===== src/rtl/cpc_iowr_cfg_capture.sv =====
// -----------------------------------------------------------------------------
// cpc_iowr_cfg_capture
//
// Upstream stage of the 512K RAM expansion mapper. It samples the Z80 bus on
// wclk and looks for I/O writes to 0x7Fxx whose data[7:6] = 11. A write must
// stay qualified for FILTER_CYCLES consecutive samples before it is accepted,
// which filters out bus glitches. The bank/scheme byte is captured once per
// I/O cycle and presented as a registered 6-bit config {ccc,bbb}.
//
// Optional feature macro: CFG_READBACK_EN
//   When defined, an I/O read from 0x7Fxx returns {cfg_valid,1'b1,cfg} on
//   data_out with data_oe. When undefined, data_out/data_oe are tied to 0 and
//   rd_b is ignored.
//
// Parameters
//   FILTER_CYCLES : consecutive qualified samples needed before capture (1..7)
//   RESET_CFG     : cfg value after reset_b or busreset_b
//   CNT_W         : width of the capture counter wr_cnt
//
// Ports
//   wclk        in   CPU-rate clock, rising edge
//   reset_b     in   asynchronous active-low reset
//   busreset_b  in   expansion-bus reset, active-low, synchronous once sampled
//   adr15       in   Z80 A15
//   iorq_b      in   Z80 IORQ_n
//   wr_b        in   Z80 WR_n
//   rd_b        in   Z80 RD_n (readback only)
//   m1_b        in   Z80 M1_n (low together with IORQ_n = interrupt ack)
//   data_in     in   Z80 data bus [7:0]
//   cfg         out  captured config {ccc,bbb}
//   cfg_wr      out  one-cycle pulse when cfg updates from a bus write
//   cfg_valid   out  set by the first capture, cleared by either reset
//   wr_cnt      out  number of captures, wraps
//   data_out    out  readback data
//   data_oe     out  readback output enable
// -----------------------------------------------------------------------------
module cpc_iowr_cfg_capture #(
  parameter int unsigned FILTER_CYCLES = 2,
  parameter logic [5:0]  RESET_CFG     = 6'b000000,
  parameter int unsigned CNT_W         = 8
) (
  input  logic             wclk,
  input  logic             reset_b,
  input  logic             busreset_b,
  input  logic             adr15,
  input  logic             iorq_b,
  input  logic             wr_b,
  input  logic             rd_b,
  input  logic             m1_b,
  input  logic [7:0]       data_in,
  output logic [5:0]       cfg,
  output logic             cfg_wr,
  output logic             cfg_valid,
  output logic [CNT_W-1:0] wr_cnt,
  output logic [7:0]       data_out,
  output logic             data_oe
);

  typedef enum logic [1:0] {
    IDLE = 2'd0,
    QUAL = 2'd1,
    HOLD = 2'd2
  } state_t;

  localparam logic [2:0] FILT = 3'(FILTER_CYCLES);

  // ---------------------------------------------------------------------------
  // Stage 1: bus sampling. Everything downstream decodes only these registers,
  // so the asynchronous Z80 signals are seen through exactly one flop.
  // ---------------------------------------------------------------------------
  logic       iorq_s;
  logic       wr_s;
  logic       rd_s;
  logic       m1_s;
  logic       busreset_s;
  logic       adr15_s;
  logic [7:0] data_s;

  // NOTE: sequential state is always assigned with <= so that every flop sees
  // the pre-edge value of every other flop, independent of statement order.
  always_ff @(posedge wclk or negedge reset_b) begin
    if (!reset_b) begin
      iorq_s     <= 1'b1;
      wr_s       <= 1'b1;
      rd_s       <= 1'b1;
      m1_s       <= 1'b1;
      busreset_s <= 1'b1;
      adr15_s    <= 1'b1;
      data_s     <= 8'h00;
    end else begin
      iorq_s     <= iorq_b;
      wr_s       <= wr_b;
      rd_s       <= rd_b;
      m1_s       <= m1_b;
      busreset_s <= busreset_b;
      adr15_s    <= adr15;
      data_s     <= data_in;
    end
  end

  // Qualified config write: I/O write (not interrupt ack) to A15=0 with the
  // gate-array function bits data[7:6] = 11.
  logic q_wr;
  assign q_wr = !iorq_s && !wr_s && m1_s && !adr15_s && (data_s[7:6] == 2'b11);

  // ---------------------------------------------------------------------------
  // Filter FSM: state register
  // ---------------------------------------------------------------------------
  state_t     state;
  state_t     next_state;
  logic [2:0] count;
  logic [2:0] next_count;
  logic [2:0] count_inc;

  assign count_inc = count + 3'd1;

  always_ff @(posedge wclk or negedge reset_b) begin
    if (!reset_b) begin
      state <= IDLE;
      count <= 3'd0;
    end else begin
      state <= next_state;
      count <= next_count;
    end
  end

  // ---------------------------------------------------------------------------
  // Filter FSM: next-state logic
  // ---------------------------------------------------------------------------
  // NOTE: every variable driven here gets a default first, so no path through
  // the block leaves it unassigned and no latch is inferred.
  always_comb begin
    next_state = state;
    next_count = count;
    if (!busreset_s) begin
      next_state = IDLE;
      next_count = 3'd0;
    end else begin
      unique case (state)
        IDLE: begin
          if (q_wr) begin
            if (FILT == 3'd1) begin
              next_state = HOLD;
              next_count = 3'd0;
            end else begin
              next_state = QUAL;
              next_count = 3'd1;
            end
          end
        end
        QUAL: begin
          if (!q_wr) begin
            next_state = IDLE;
            next_count = 3'd0;
          end else if (count_inc == FILT) begin
            next_state = HOLD;
            next_count = 3'd0;
          end else begin
            next_count = count_inc;
          end
        end
        HOLD: begin
          // One capture per I/O cycle: wait for IORQ to go inactive.
          if (iorq_s) begin
            next_state = IDLE;
          end
        end
        default: begin
          next_state = IDLE;
          next_count = 3'd0;
        end
      endcase
    end
  end

  // ---------------------------------------------------------------------------
  // Filter FSM: output decode. busreset has priority over a capture that
  // would complete on the same edge.
  // ---------------------------------------------------------------------------
  logic capture;

  always_comb begin
    capture = 1'b0;
    if (busreset_s && q_wr) begin
      if (state == IDLE && FILT == 3'd1) begin
        capture = 1'b1;
      end else if (state == QUAL && count_inc == FILT) begin
        capture = 1'b1;
      end
    end
  end

  // ---------------------------------------------------------------------------
  // Config register, strobe, valid flag and capture counter. wr_cnt survives
  // busreset so software can see how many writes happened across bus resets.
  // ---------------------------------------------------------------------------
  always_ff @(posedge wclk or negedge reset_b) begin
    if (!reset_b) begin
      cfg       <= RESET_CFG;
      cfg_wr    <= 1'b0;
      cfg_valid <= 1'b0;
      wr_cnt    <= '0;
    end else begin
      cfg_wr <= capture;
      if (!busreset_s) begin
        cfg       <= RESET_CFG;
        cfg_valid <= 1'b0;
      end else if (capture) begin
        cfg       <= data_s[5:0];
        cfg_valid <= 1'b1;
        wr_cnt    <= wr_cnt + CNT_W'(1);
      end
    end
  end

  // ---------------------------------------------------------------------------
  // Optional readback path
  // ---------------------------------------------------------------------------
`ifdef CFG_READBACK_EN
  logic q_rd;
  assign q_rd = !iorq_s && !rd_s && m1_s && !adr15_s;

  // cfg is read from its register here, so a capture on the same edge is not
  // yet visible and the pre-capture value is returned.
  always_ff @(posedge wclk or negedge reset_b) begin
    if (!reset_b) begin
      data_out <= 8'h00;
      data_oe  <= 1'b0;
    end else if (q_rd) begin
      data_out <= {cfg_valid, 1'b1, cfg};
      data_oe  <= 1'b1;
    end else begin
      data_oe  <= 1'b0;
    end
  end
`else
  logic unused_rd_s;
  assign unused_rd_s = rd_s;
  assign data_out    = 8'h00;
  assign data_oe     = 1'b0;
`endif

endmodule


===== config.mk =====
export PLATFORM = sky130hd
export DESIGN_NAME = cpc_iowr_cfg_capture
export DESIGN_NICKNAME = d
export VERILOG_FILES = /design/src/rtl/cpc_iowr_cfg_capture.sv
export SDC_FILE = /design/constraint.sdc
export NUM_CORES = 1
export LEC_CHECK = 0
export CAP_MARGIN = 5
export CORE_MARGIN = 4
export CORE_UTILIZATION = 41
export CTS_CLUSTER_SIZE = 28
export DETAILED_ROUTE_END_ITERATION = 8
export PLACE_DENSITY = 0.72
export SLEW_MARGIN = 20
export SYNTH_ARGS = -nofsm -noshare
export SYNTH_HDL_FRONTEND = slang
export SYNTH_SLANG_ARGS = --single-unit

===== constraint.sdc =====
create_clock -name wclk -period 1.8 [get_ports wclk]
set_input_delay 0.36 -clock wclk [delete_from_list [all_inputs] [get_ports wclk]]
set_output_delay 0.36 -clock wclk [all_outputs]
set_load 0.1 [all_outputs]

==> metrics <==
number of hold buffers added after CTS=0; Die Height=65.9 um; drt wl/cell=12.6 um; antenna violations before repair=0; Period minus WS final=1.70 ns; area share of fa/ha/maj cells after synthesis=0.0273; Synth Instances=108; Critical Path Max Stage Delay=0.42 ns; status=complete, no violations; Root Driver=clkbuf_4; combinational power share=0.103; Critical Path RT=2.04 ns; largest net degree at the start of global routing=35; Max-Cap Viols=0; Pleak=0.889 nW; Net count, final=167; post-DP HPWL=1800 um; GRT busiest layer=met2; r2r setup slk=0.10 ns; Pint=1.00 mW; Slowest-stage cell, CP=or3_4; diode count=0; Layout area overhead=41.7%; Flop pwr share=0.575; total track usage=0.140; Cell variety after synth=32; clk_skew=0.0126 ns; post-CTS setup buffers=0; Post-Synth Simple-Gate Area=0.148; Rows=20; grt met1 use=0.158; share of post-route cells with drive strength above 1=0.295; # fillers=251; peak supply drop=0.525 mV; # DRC=0; Worst-Skew Late Latency=0.34 ns; ys flop type=dfrtp_1; total gr overflow=0; CTS tree=done; Compound-Gate Fraction of Synth Area=0.0619; PostCTS Resize Cnt=0; min-delay worst type=input pin to async pin; period utilization=0.942; CP endpoint kind=flip-flop; placed instance count=185; warnings from Yosys=0; Net Sw Power=364 uW; post-synthesis sequential area ratio=0.623; Critical Path, Cell by Cell=or3_4 > nor4_4 > buf_4 > mux2_2; Max Root-Sink Buffers=2; met2 Use GR=0.218; Die Wd=65.9 um; Post-Syn Area=0.00138 mm^2; Via Count=916; Setup TNS=0 ns; I/O Pins=41; Num CTS Buffers=5; Clk pin slew, worst setup/hold paths=0.11 ns; routed vias/inst=4.75; Crit Path Category=flip-flop to flip-flop; fraction of registers with async set/reset=1.00; Critical Path AT=1.93 ns; EDFF count, synth=0; RD Place Congestion=0.786; Avg Inst Size Synth=12.7 um^2; vias in the first global route=982; ANT nets after route=0; unrepaired setup endpoints after global routing=false; Pwr Density=703 mW/mm^2; Pre-antenna DRT Iters=4; CP Launch Type=flip-flop; final hold violations=0; core area=0.00313 mm^2; CTS Sinks=34; DRT Wirelength=2440 um; Setup violations, final=0; post-synthesis mux area share=0.00819; Cell Area, Placed=0.00188 mm^2; Finished Layout Cells=193; main combinational cell family by area after synthesis=simple AND/OR/NAND/NOR gates; clock group share of total power=0.322; Post-Synth XOR/XNOR Area=0.0628; IO buf count=30; Synth Register Bits=34; CTS H-tree depth=2; design area=0.00195 mm^2; largest fanout on the critical path=8; met3 GRT Util=0.0595; Iteration-0 DRC Markers=17; Max Slew Vio Count=0; switch share=0.266; Fmax achieved=590 MHz; die area=0.00434 mm^2; starting density of the core=0.440; first-pass GRT wire length=4400 um
-- power groups by stage --
| stage | clock (mW) | sequential (mW) | combinational (mW) |
|---|---|---|---|
| after global placement | 0 | 0.802 | 0.140 |
| after global routing | 0.496 | 0.790 | 0.148 |
| after floorplan | 0 | 0.802 | 0.106 |
| after detailed placement | 0 | 0.802 | 0.141 |
| final | 0.441 | 0.788 | 0.141 |
| after CTS | 0.458 | 0.788 | 0.141 |
-- worst max-delay path: cells and delay by family (launching register included) --
kind | cells | cell delay [ns]
buffers and inverters | 1 | 0.20
flip-flops | 1 | 0.39
AND/OR/NAND/NOR | 2 | 0.66
multiplexers | 1 | 0.34
-- cell usage in the layout, fill, tap and decap left out, types with 3 or more instances in the layout --
master	n
buf_12	16
buf_4	6
clkbuf_4	5
clkdlybuf4s50_1	14
conb_1	9
dfrtp_1	29
dfstp_2	5
ha_1	3
nand2_1	14
nand4_1	4
o21ai_0	6
xnor2_1	6
-- stage by stage --
| step | util | hold WS [ns] | setup WS [ns] | total power [mW] |
|---|---|---|---|---|
| floorplan | - | 0.0644 | 0.00142 | 0.908 |
| global placement | 0.602 | 0.433 | 0.127 | 0.942 |
| detailed placement | 0.602 | 0.450 | 0.100 | 0.944 |
| CTS | 0.622 | 0.401 | 0.0829 | 1.39 |
| global route | 0.623 | 0.390 | 0.00112 | 1.43 |
| finish | 0.623 | 0.406 | 0.104 | 1.37 |
-- logic make-up (layout without fill, tap and decap cells) --
family / after synthesis / count (layout)
flip-flops: 34 / 34
AND/OR/NAND/NOR: 34 / 34
AO/OA/AOI/OAI: 13 / 13
buffers and inverters: 13 / 46
XOR/XNOR: 9 / 9
adder cells (fa/ha/maj): 3 / 3
other: 1 / 9
multiplexers: 1 / 1
-- area by class of cell --
| class | count | area (um^2) | area share |
|---|---|---|---|
| Timing Repair Buffer | 36 | 505 | 0.259 |
| Tap cell | 44 | 55.1 | 0.0283 |
| Clock inverter | 2 | 12.5 | 0.00642 |
| Inverter | 2 | 7.51 | 0.00385 |
| Multi-Input combinational cell | 69 | 459 | 0.236 |
| Clock buffer | 6 | 51.3 | 0.0263 |
| Sequential cell | 34 | 857 | 0.440 |
-- cells in the mapped netlist, drive strengths merged, types with 2 or more instances --
cell / n / area share
ha: 3 / 0.027
dfrtp: 29 / 0.53
inv: 2 / 0.0055
and3: 4 / 0.019
xor2: 2 / 0.013
nand4: 4 / 0.018
a21boi: 2 / 0.011
dfstp: 5 / 0.096
o21ai: 6 / 0.022
nand4b: 2 / 0.013
or3: 2 / 0.013
buf: 10 / 0.057
nand3: 2 / 0.0073
xnor2: 7 / 0.050
nand2: 15 / 0.046
nor2: 2 / 0.0055
-- layer usage --
layer / vias up / routed length (um)
met5: - / 0
met4: 0 / 60
li1: 427 / -
met2: 33 / 1200
met3: 7 / 155
met1: 449 / 1030
-- registers in the layout, indices dropped and copies added, names as in the netlist --
signal      count
m1_s            1
cfg_valid       1
cfg             6
wr_cnt          8
cfg_wr          1
data_s          8
busreset_s      1
state           2
wr_s            1
count           3
iorq_s          1
adr15_s         1
-- worst paths after layout --
path / from / endpoint / depth (start not counted)
setup / recovery: state[1] / wr_cnt[1] / 4
hold reg to reg: data_s[1] / cfg[1] / 2
max in group asynchronous: reset_b / iorq_s / 2
min in group wclk: iorq_b / iorq_s / 1
setup reg to reg: state[1] / wr_cnt[1] / 4
hold / removal: reset_b / cfg[2] / 2
No activity file was read; power rests on OpenSTA's default activity.
